`config.mk`:
```
export PLATFORM = sky130hd
export DESIGN_NAME = conv
export DESIGN_NICKNAME = d
export VERILOG_FILES = /design/src/rtl/conv_pkg.sv /design/src/rtl/conv_line_buffer.sv /design/src/rtl/conv.sv
export SDC_FILE = /design/constraint.sdc
export NUM_CORES = 2
export LEC_CHECK = 0
export ABC_AREA = 1
export BUFFER_PORTS_ARGS = -buffer_cell sky130_fd_sc_hd__buf_2
export CORE_MARGIN = 2
export CORE_UTILIZATION = 33
export DETAILED_ROUTE_END_ITERATION = 6
export PLACE_DENSITY = 0.51
export RECOVER_POWER = 50
export SLEW_MARGIN = 20
export SYNTH_ARGS = -nofsm -noshare
export SYNTH_HDL_FRONTEND = slang
export SYNTH_SLANG_ARGS = --single-unit
```
`constraint.sdc`:
```
create_clock -name i_clk -period 27.9 [get_ports i_clk]
set_input_delay 5.58 -clock i_clk [delete_from_list [all_inputs] [get_ports i_clk]]
set_output_delay 5.58 -clock i_clk [all_outputs]
set_load 0.05 [all_outputs]
```
`src/rtl/conv_pkg.sv`:
```
// rtl/conv_pkg.sv - shared sizes, FSM states and kernel/bias tables for conv
package conv_pkg;
   localparam int DEF_IMG_W = 32;
   localparam int DEF_IMG_H = 32;
   localparam int DEF_KSIZE = 5;
   localparam int NUM_MAPS  = 6;
   localparam int NUM_TAPS  = DEF_KSIZE * DEF_KSIZE;

   typedef enum logic [2:0] {
      S_IDLE = 3'd0,
      S_FILL = 3'd1,
      S_MACC = 3'd2,
      S_EMIT = 3'd3,
      S_DONE = 3'd4
   } state_t;

   // Q1.7 weights, row-major taps; map 0 is the flat calibration kernel
   localparam logic signed [7:0] WEIGHTS [NUM_MAPS][NUM_TAPS] = '{
      '{default: 8'sd16},
      '{-8'sd8, -8'sd4, 8'sd0, 8'sd4, 8'sd8,  -8'sd8, -8'sd4, 8'sd0, 8'sd4, 8'sd8,
        -8'sd8, -8'sd4, 8'sd0, 8'sd4, 8'sd8,  -8'sd8, -8'sd4, 8'sd0, 8'sd4, 8'sd8,
        -8'sd8, -8'sd4, 8'sd0, 8'sd4, 8'sd8},
      '{-8'sd8, -8'sd8, -8'sd8, -8'sd8, -8'sd8,  -8'sd4, -8'sd4, -8'sd4, -8'sd4, -8'sd4,
        8'sd0, 8'sd0, 8'sd0, 8'sd0, 8'sd0,       8'sd4, 8'sd4, 8'sd4, 8'sd4, 8'sd4,
        8'sd8, 8'sd8, 8'sd8, 8'sd8, 8'sd8},
      '{8'sd2, 8'sd2, 8'sd2, 8'sd2, 8'sd2,  8'sd2, 8'sd2, 8'sd2, 8'sd2, 8'sd2,
        8'sd2, 8'sd2, 8'sd64, 8'sd2, 8'sd2, 8'sd2, 8'sd2, 8'sd2, 8'sd2, 8'sd2,
        8'sd2, 8'sd2, 8'sd2, 8'sd2, 8'sd2},
      '{8'sh80, 8'sd127, -8'sd100, 8'sd90, -8'sd80,  8'sd70, -8'sd60, 8'sd50, -8'sd40, 8'sd30,
        -8'sd20, 8'sd10, 8'sd0, -8'sd10, 8'sd20,     -8'sd30, 8'sd40, -8'sd50, 8'sd60, -8'sd70,
        8'sd80, -8'sd90, 8'sd100, -8'sd127, 8'sd127},
      '{8'sd32, -8'sd32, 8'sd32, -8'sd32, 8'sd32,  -8'sd32, 8'sd32, -8'sd32, 8'sd32, -8'sd32,
        8'sd32, -8'sd32, 8'sd32, -8'sd32, 8'sd32,  -8'sd32, 8'sd32, -8'sd32, 8'sd32, -8'sd32,
        8'sd32, -8'sd32, 8'sd32, -8'sd32, 8'sd32}
   };

   localparam logic signed [7:0] BIAS [NUM_MAPS] = '{
      8'sd0, 8'sd5, -8'sd7, 8'sd127, 8'sh80, 8'sd1
   };
endpackage

```
`src/rtl/conv_line_buffer.sv`:
```
// rtl/conv_line_buffer.sv - four row delay lines feeding a KSIZE x KSIZE sliding window
module conv_line_buffer #(
   parameter int IMG_W = 32,
   parameter int KSIZE = 5,
   parameter int AW    = $clog2(IMG_W)
) (
   input  logic          clk_i,
   input  logic          shift_i,
   input  logic [7:0]    pix_i,
   input  logic [AW-1:0] col_i,
   output logic [7:0]    win_o [KSIZE*KSIZE]
);
   logic [7:0] line_q [KSIZE-1][IMG_W];
   logic [7:0] win_q  [KSIZE][KSIZE];

   always_ff @(posedge clk_i) begin
      if (shift_i) begin
         for (int r = 0; r < KSIZE; r++) begin
            for (int c = 0; c < KSIZE-1; c++) begin
               win_q[r][c] <= win_q[r][c+1];
            end
         end
         // line KSIZE-2 holds the oldest row, so it feeds the top of the window
         for (int r = 0; r < KSIZE-1; r++) begin
            win_q[r][KSIZE-1] <= line_q[KSIZE-2-r][col_i];
         end
         win_q[KSIZE-1][KSIZE-1] <= pix_i;
         line_q[0][col_i] <= pix_i;
         for (int l = 1; l < KSIZE-1; l++) begin
            line_q[l][col_i] <= line_q[l-1][col_i];
         end
      end
   end

   always_comb begin
      for (int r = 0; r < KSIZE; r++) begin
         for (int c = 0; c < KSIZE; c++) begin
            win_o[r*KSIZE+c] = win_q[r][c];
         end
      end
   end
endmodule

```
`src/rtl/conv.sv`:
```
// rtl/conv.sv - streaming 5x5 convolution producing six feature maps per window
module conv
   import conv_pkg::*;
#(
   parameter int IMG_W = DEF_IMG_W,
   parameter int IMG_H = DEF_IMG_H,
   parameter int KSIZE = DEF_KSIZE
) (
   input  logic               i_clk,
   input  logic               i_rst,
   input  logic               i_feature_valid,
   input  logic [7:0]         i_feature,
   output logic               o_ready_feature,
   output logic               o_feature_valid,
   output logic signed [15:0] o_features [0:NUM_MAPS-1],
   output logic               o_last_feature,
   output logic [10:0]        debug_conv_col,
   output logic [10:0]        debug_conv_row,
   output logic [2:0]         debug_state,
   output logic               debug_macc_en
);
   localparam int AW   = $clog2(IMG_W);
   localparam int TAPS = KSIZE * KSIZE;
   localparam int TW   = $clog2(TAPS);
   localparam logic [10:0]   COL_LAST = 11'(IMG_W - 1);
   localparam logic [10:0]   ROW_LAST = 11'(IMG_H - 1);
   localparam logic [10:0]   WIN_MIN  = 11'(KSIZE - 1);
   localparam logic [TW-1:0] TAP_LAST = TW'(TAPS - 1);

   state_t             state_q;
   logic [10:0]        col_q, row_q;
   logic [TW-1:0]      tap_q;
   logic               ready_q, valid_q, last_q, macc_en_q, frame_end_q;
   logic signed [23:0] acc_q  [NUM_MAPS];
   logic signed [15:0] feat_q [NUM_MAPS];

   logic [7:0]         win [TAPS];
   logic               accept, win_done;
   logic [16:0]        pix_ext, w_ext;
   logic signed [16:0] prod    [NUM_MAPS];
   logic signed [23:0] acc_d   [NUM_MAPS];
   logic signed [23:0] shifted [NUM_MAPS];
   logic signed [15:0] res_d   [NUM_MAPS];

   conv_line_buffer #(.IMG_W(IMG_W), .KSIZE(KSIZE), .AW(AW)) u_lb (
      .clk_i   (i_clk),
      .shift_i (accept),
      .pix_i   (i_feature),
      .col_i   (col_q[AW-1:0]),
      .win_o   (win)
   );

   always_comb begin
      accept   = i_feature_valid && ready_q;
      win_done = accept && (row_q >= WIN_MIN) && (col_q >= WIN_MIN);
      pix_ext  = {9'd0, win[tap_q]};
      w_ext    = '0;
      for (int m = 0; m < NUM_MAPS; m++) begin
         w_ext      = {{9{WEIGHTS[m][tap_q][7]}}, WEIGHTS[m][tap_q]};
         prod[m]    = $signed(pix_ext) * $signed(w_ext);
         acc_d[m]   = acc_q[m] + {{7{prod[m][16]}}, prod[m]};
         shifted[m] = acc_d[m] >>> 7;
         res_d[m]   = shifted[m][15:0] + {{8{BIAS[m][7]}}, BIAS[m]};
      end
   end

   always_ff @(posedge i_clk or posedge i_rst) begin
      if (i_rst) begin
         state_q     <= S_IDLE;
         col_q       <= '0;
         row_q       <= '0;
         tap_q       <= '0;
         ready_q     <= 1'b0;
         valid_q     <= 1'b0;
         last_q      <= 1'b0;
         macc_en_q   <= 1'b0;
         frame_end_q <= 1'b0;
         for (int m = 0; m < NUM_MAPS; m++) begin
            acc_q[m]  <= '0;
            feat_q[m] <= '0;
         end
      end else begin
         valid_q <= 1'b0;
         last_q  <= 1'b0;
         case (state_q)
            S_IDLE: begin
               state_q <= S_FILL;
               ready_q <= 1'b1;
            end
            S_FILL: begin
               if (accept) begin
                  if (col_q == COL_LAST) begin
                     col_q <= '0;
                     row_q <= (row_q == ROW_LAST) ? '0 : row_q + 11'd1;
                  end else begin
                     col_q <= col_q + 11'd1;
                  end
                  if (win_done) begin
                     state_q     <= S_MACC;
                     ready_q     <= 1'b0;
                     macc_en_q   <= 1'b1;
                     tap_q       <= '0;
                     frame_end_q <= (row_q == ROW_LAST) && (col_q == COL_LAST);
                     for (int m = 0; m < NUM_MAPS; m++) acc_q[m] <= '0;
                  end
               end
            end
            S_MACC: begin
               for (int m = 0; m < NUM_MAPS; m++) acc_q[m] <= acc_d[m];
               tap_q <= tap_q + TW'(1);
               if (tap_q == TAP_LAST) begin
                  state_q   <= S_EMIT;
                  tap_q     <= '0;
                  macc_en_q <= 1'b0;
                  valid_q   <= 1'b1;
                  last_q    <= frame_end_q;
                  for (int m = 0; m < NUM_MAPS; m++) feat_q[m] <= res_d[m];
               end
            end
            S_EMIT: begin
               if (frame_end_q) begin
                  state_q <= S_DONE;
               end else begin
                  state_q <= S_FILL;
                  ready_q <= 1'b1;
               end
            end
            S_DONE:  state_q <= S_IDLE;
            default: state_q <= S_IDLE;
         endcase
      end
   end

   assign o_ready_feature = ready_q;
   assign o_feature_valid = valid_q;
   assign o_last_feature  = last_q;
   assign o_features      = feat_q;
   assign debug_conv_col  = col_q;
   assign debug_conv_row  = row_q;
   assign debug_state     = state_q;
   assign debug_macc_en   = macc_en_q;
endmodule

```
==> impl_summary.txt <==
----------------------------------------------------
[Detailed routing]
  Routed Antenna Nets ... 0
  Vias per std cell ... 5.13
  WL/cell ... 21.0 µm
  Total vias in the final route ... 51600
  Post-detailed-route DRC marker count ... 0
  Wire length reported by the detailed router ... 211000 µm
  TritonRoute pass-1 iters ... 6
  Starting DRT DRC Count ... 4816

[Floorplanning]
  Overall die area ... 222000 µm²
  Initial cell density of the core ... 0.332
  I/O pin total ... 136
  Die Span Y ... 471 µm
  Die width ... 471 µm
  Placement Rows ... 171
  Core footprint ... 217000 µm²

[Logic synthesis]
  Synthesis Warnings ... 0
  Synthesis-stage register bit count ... 1479
  Cell Area, Synth ... 71900 µm²
  Post-synth cell types ... 54
  Mapped Avg Cell Area ... 10.3 µm²
  Async set or reset register ratio after synthesis ... 0.172
  Number of nets produced by synthesis ... 7368
  Most common flop cell mapped by yosys ... sky130_fd_sc_hd__edfxtp_1
  Number of enable flip-flop cells after synthesis ... 1224
  Sequential cell area fraction in the yosys report ... 0.600
  Synthesized netlist cell count ... 6976

[Final layout]
  Post-route cell area ... 81300 µm²
  Fraction of layout cells with a size suffix above 1 ... 0.0742
  Layout Nets ... 7468
  Area added between synthesis and finish ... 13.1%

[Critical path]
  Cell-by-cell trace of the critical path ... buf_2 > clkinvlp_2 > clkbuf_1
  Crit Path Class ... input port to asynchronous set/reset pin
  Kind of cell adding the most delay to the critical path ... buffers and inverters
  Required time at the endpoint of the critical path ... 26.89 ns
  Critical-path maximum fanout ... 139
  Crit-path slowest cell ... sky130_fd_sc_hd__clkbuf_1
  Arrival time reported for the critical path endpoint ... 13.33 ns
  Kind of start point of the critical path ... input port
  Count of buffering cells on the critical path with inverters included ... 3
  Largest stage delay on the critical path ... 5.28 ns
  CP endpoint kind ... asynchronous set/reset pin

[Min path]
  Class of the most critical hold timing path ... flop to flop

[GRT]
  Pin count of the biggest net entering global routing ... 140
  Number of antenna violations at the first check in global routing ... 9
  Final global-route overflow total ... 0
  Wire length of the first global-routing pass ... 320000 µm
  Number of global-route vias before repair ... 50900
  Total routing usage reported by global routing ... 0.188

[Status]
  Violations in the final reports ... capacitance limit, slew limit
  Run status ... finished with violations

[Timing]
  Hold Violations, Final ... 0
  Skew final ... 0.0521 ns
  Final setup fails ... 0
  Slew at the pin closest to its max-slew limit ... 7.56 ns
  Setup TNS ... 0 ns
  RSZ-0062 raised after global routing ... no
  Final min period ... 14.34 ns
  Final Max Tran Viols ... 2019
  Maximum achievable frequency ... 0.0697 GHz
  Final critical-path share of the clock period ... 0.514
  Worst max-slew margin expressed relative to the limit ... -4.04

[Clocking]
  Inserted Clock Buffers ... 163
  CTS tree ... yes
  Gates resized, CTS repair ... 0
  Post-CTS setup repair buffer count ... 0
  Clk buf depth ... 3
  Number of buffers inserted for hold repair after clock tree synthesis ... 0
  Worst-path clk slew ... 0.06 ns
  Sinks on Clock Net ... 1479
  Clock latency reported for the late side of the worst-skew pair ... 0.82 ns
  Root buffer cell ... sky130_fd_sc_hd__clkbuf_16
  H-tree levels ... 4

[Flow run]
  Max-cap violation count ... 45

[Placement]
  Placed Area ... 76200 µm²
  Placed wire-length estimate ... 136000 µm
  Port-buffer cells ... 135
  GPL Wtd Cong ... 0.870

----------------------------------------------------
layer usage:
metal	up-vias	GRT usage	routed length (µm)
met3	246	0.0258	11200
met1	25600	0.260	95100
met4	0	0.0506	4910
met2	1371	0.310	99700
met5	-	0	0
li1	24400	-	-
cell type report:
class                      instances  area (µm²)
antenna                            5        12.5
clock buffer                     209        4340
clock inverter                    88         876
fill                           21300      135000
inverter                         648        2440
multi-input combinational       4560       25400
sequential                      1479       43100
tap                             2854        3570
timing repair buffer             224        1440
cells in the mapped netlist (all sizes together), types with 5 or more instances:
library cell	number	area, µm²
nor2	1064	4030
nand3b	16	120
inv	646	2420
o21bai	7	52.6
dfrtp	255	6380
nand2	1253	4720
clkbuf	218	818
o211ai	6	45.0
nor3	35	201
xnor2	35	307
buf	71	352
a221oi	62	543
nand3	191	961
nor4	7	65.1
a31oi	24	150
nand4	72	450
a32o	5	50.1
a22o	59	517
o21ai	796	3990
xor2	54	488
and2	5	31.3
o22ai	312	1950
a21oi	141	706
ha	283	3540
fa	98	1960
or2	14	87.6
edfxtp	1224	36800
final timing paths:
kind | startpoint | end | slack (ns) | cells past startpoint
max in group i_clk | debug_conv_col[0] | u_lb.line_q[2][228] | 14.30 | 8
max reg2reg | debug_conv_col[0] | u_lb.line_q[2][228] | 14.30 | 8
max | i_rst | o_features[92] | 13.56 | 3
min | u_lb.win_q[0][22] | u_lb.win_q[0][30] | 0.43 | 0
min in group asynchronous | i_rst | acc_q[20] | 5.81 | 2
min reg2reg | u_lb.win_q[0][22] | u_lb.win_q[0][30] | 0.43 | 0
cells in the final DEF (no fill, tap or decap), types with 59 or more instances in the layout:
master / n
sky130_fd_sc_hd__nand4_1: 72
sky130_fd_sc_hd__o22ai_1: 312
sky130_fd_sc_hd__buf_2: 127
sky130_fd_sc_hd__dfrtp_1: 254
sky130_fd_sc_hd__a22o_1: 59
sky130_fd_sc_hd__fa_1: 98
sky130_fd_sc_hd__clkbuf_1: 64
sky130_fd_sc_hd__clkbuf_16: 164
sky130_fd_sc_hd__a221oi_1: 62
sky130_fd_sc_hd__nand2_1: 1248
sky130_fd_sc_hd__nor2_1: 1018
sky130_fd_sc_hd__inv_1: 608
sky130_fd_sc_hd__a21oi_1: 141
sky130_fd_sc_hd__edfxtp_1: 1224
sky130_fd_sc_hd__o21ai_0: 757
sky130_fd_sc_hd__nand3_1: 190
sky130_fd_sc_hd__buf_4: 60
sky130_fd_sc_hd__ha_1: 283
stage by stage:
stage	util	cells	hold WS, ns	worst slack (ns)
2_1_floorplan	-	6976	0.417	15.16
3_3_place_gp	0.351	9755	0.422	18.98
3_5_place_dp	0.352	9764	0.428	18.96
4_1_cts	0.376	10100	0.435	18.93
5_1_grt	0.375	10100	0.448	11.40
6_report	0.375	10100	0.433	13.56
registers in the layout (all words and copies together), names as in the netlist, 3 cells and up:
name / flops
u_lb.line_q: 1024
u_lb.win_q: 200
acc_q: 124
o_features: 96
debug_conv_col: 11
debug_conv_row: 11
tap_q: 5
debug_state: 3
cell families (layout without fill, tap and decap cells):
group                      after synthesis  in the layout  share of synthesized area
buffers and inverters                  937           1169                     0.0501
xor gates and xnor gates                89             89                     0.0111
and+or+nand+nor                       2658           2658                      0.148
adders and majority gates              381            381                     0.0766
AOI/OAI and AO/OA                     1432           1432                      0.114
DFF                                   1479           1479                      0.600
other                                    0              5                          0
Power is not shown: default switching activity piles up to over one toggle a cycle in this logic, so the estimate is an artifact.
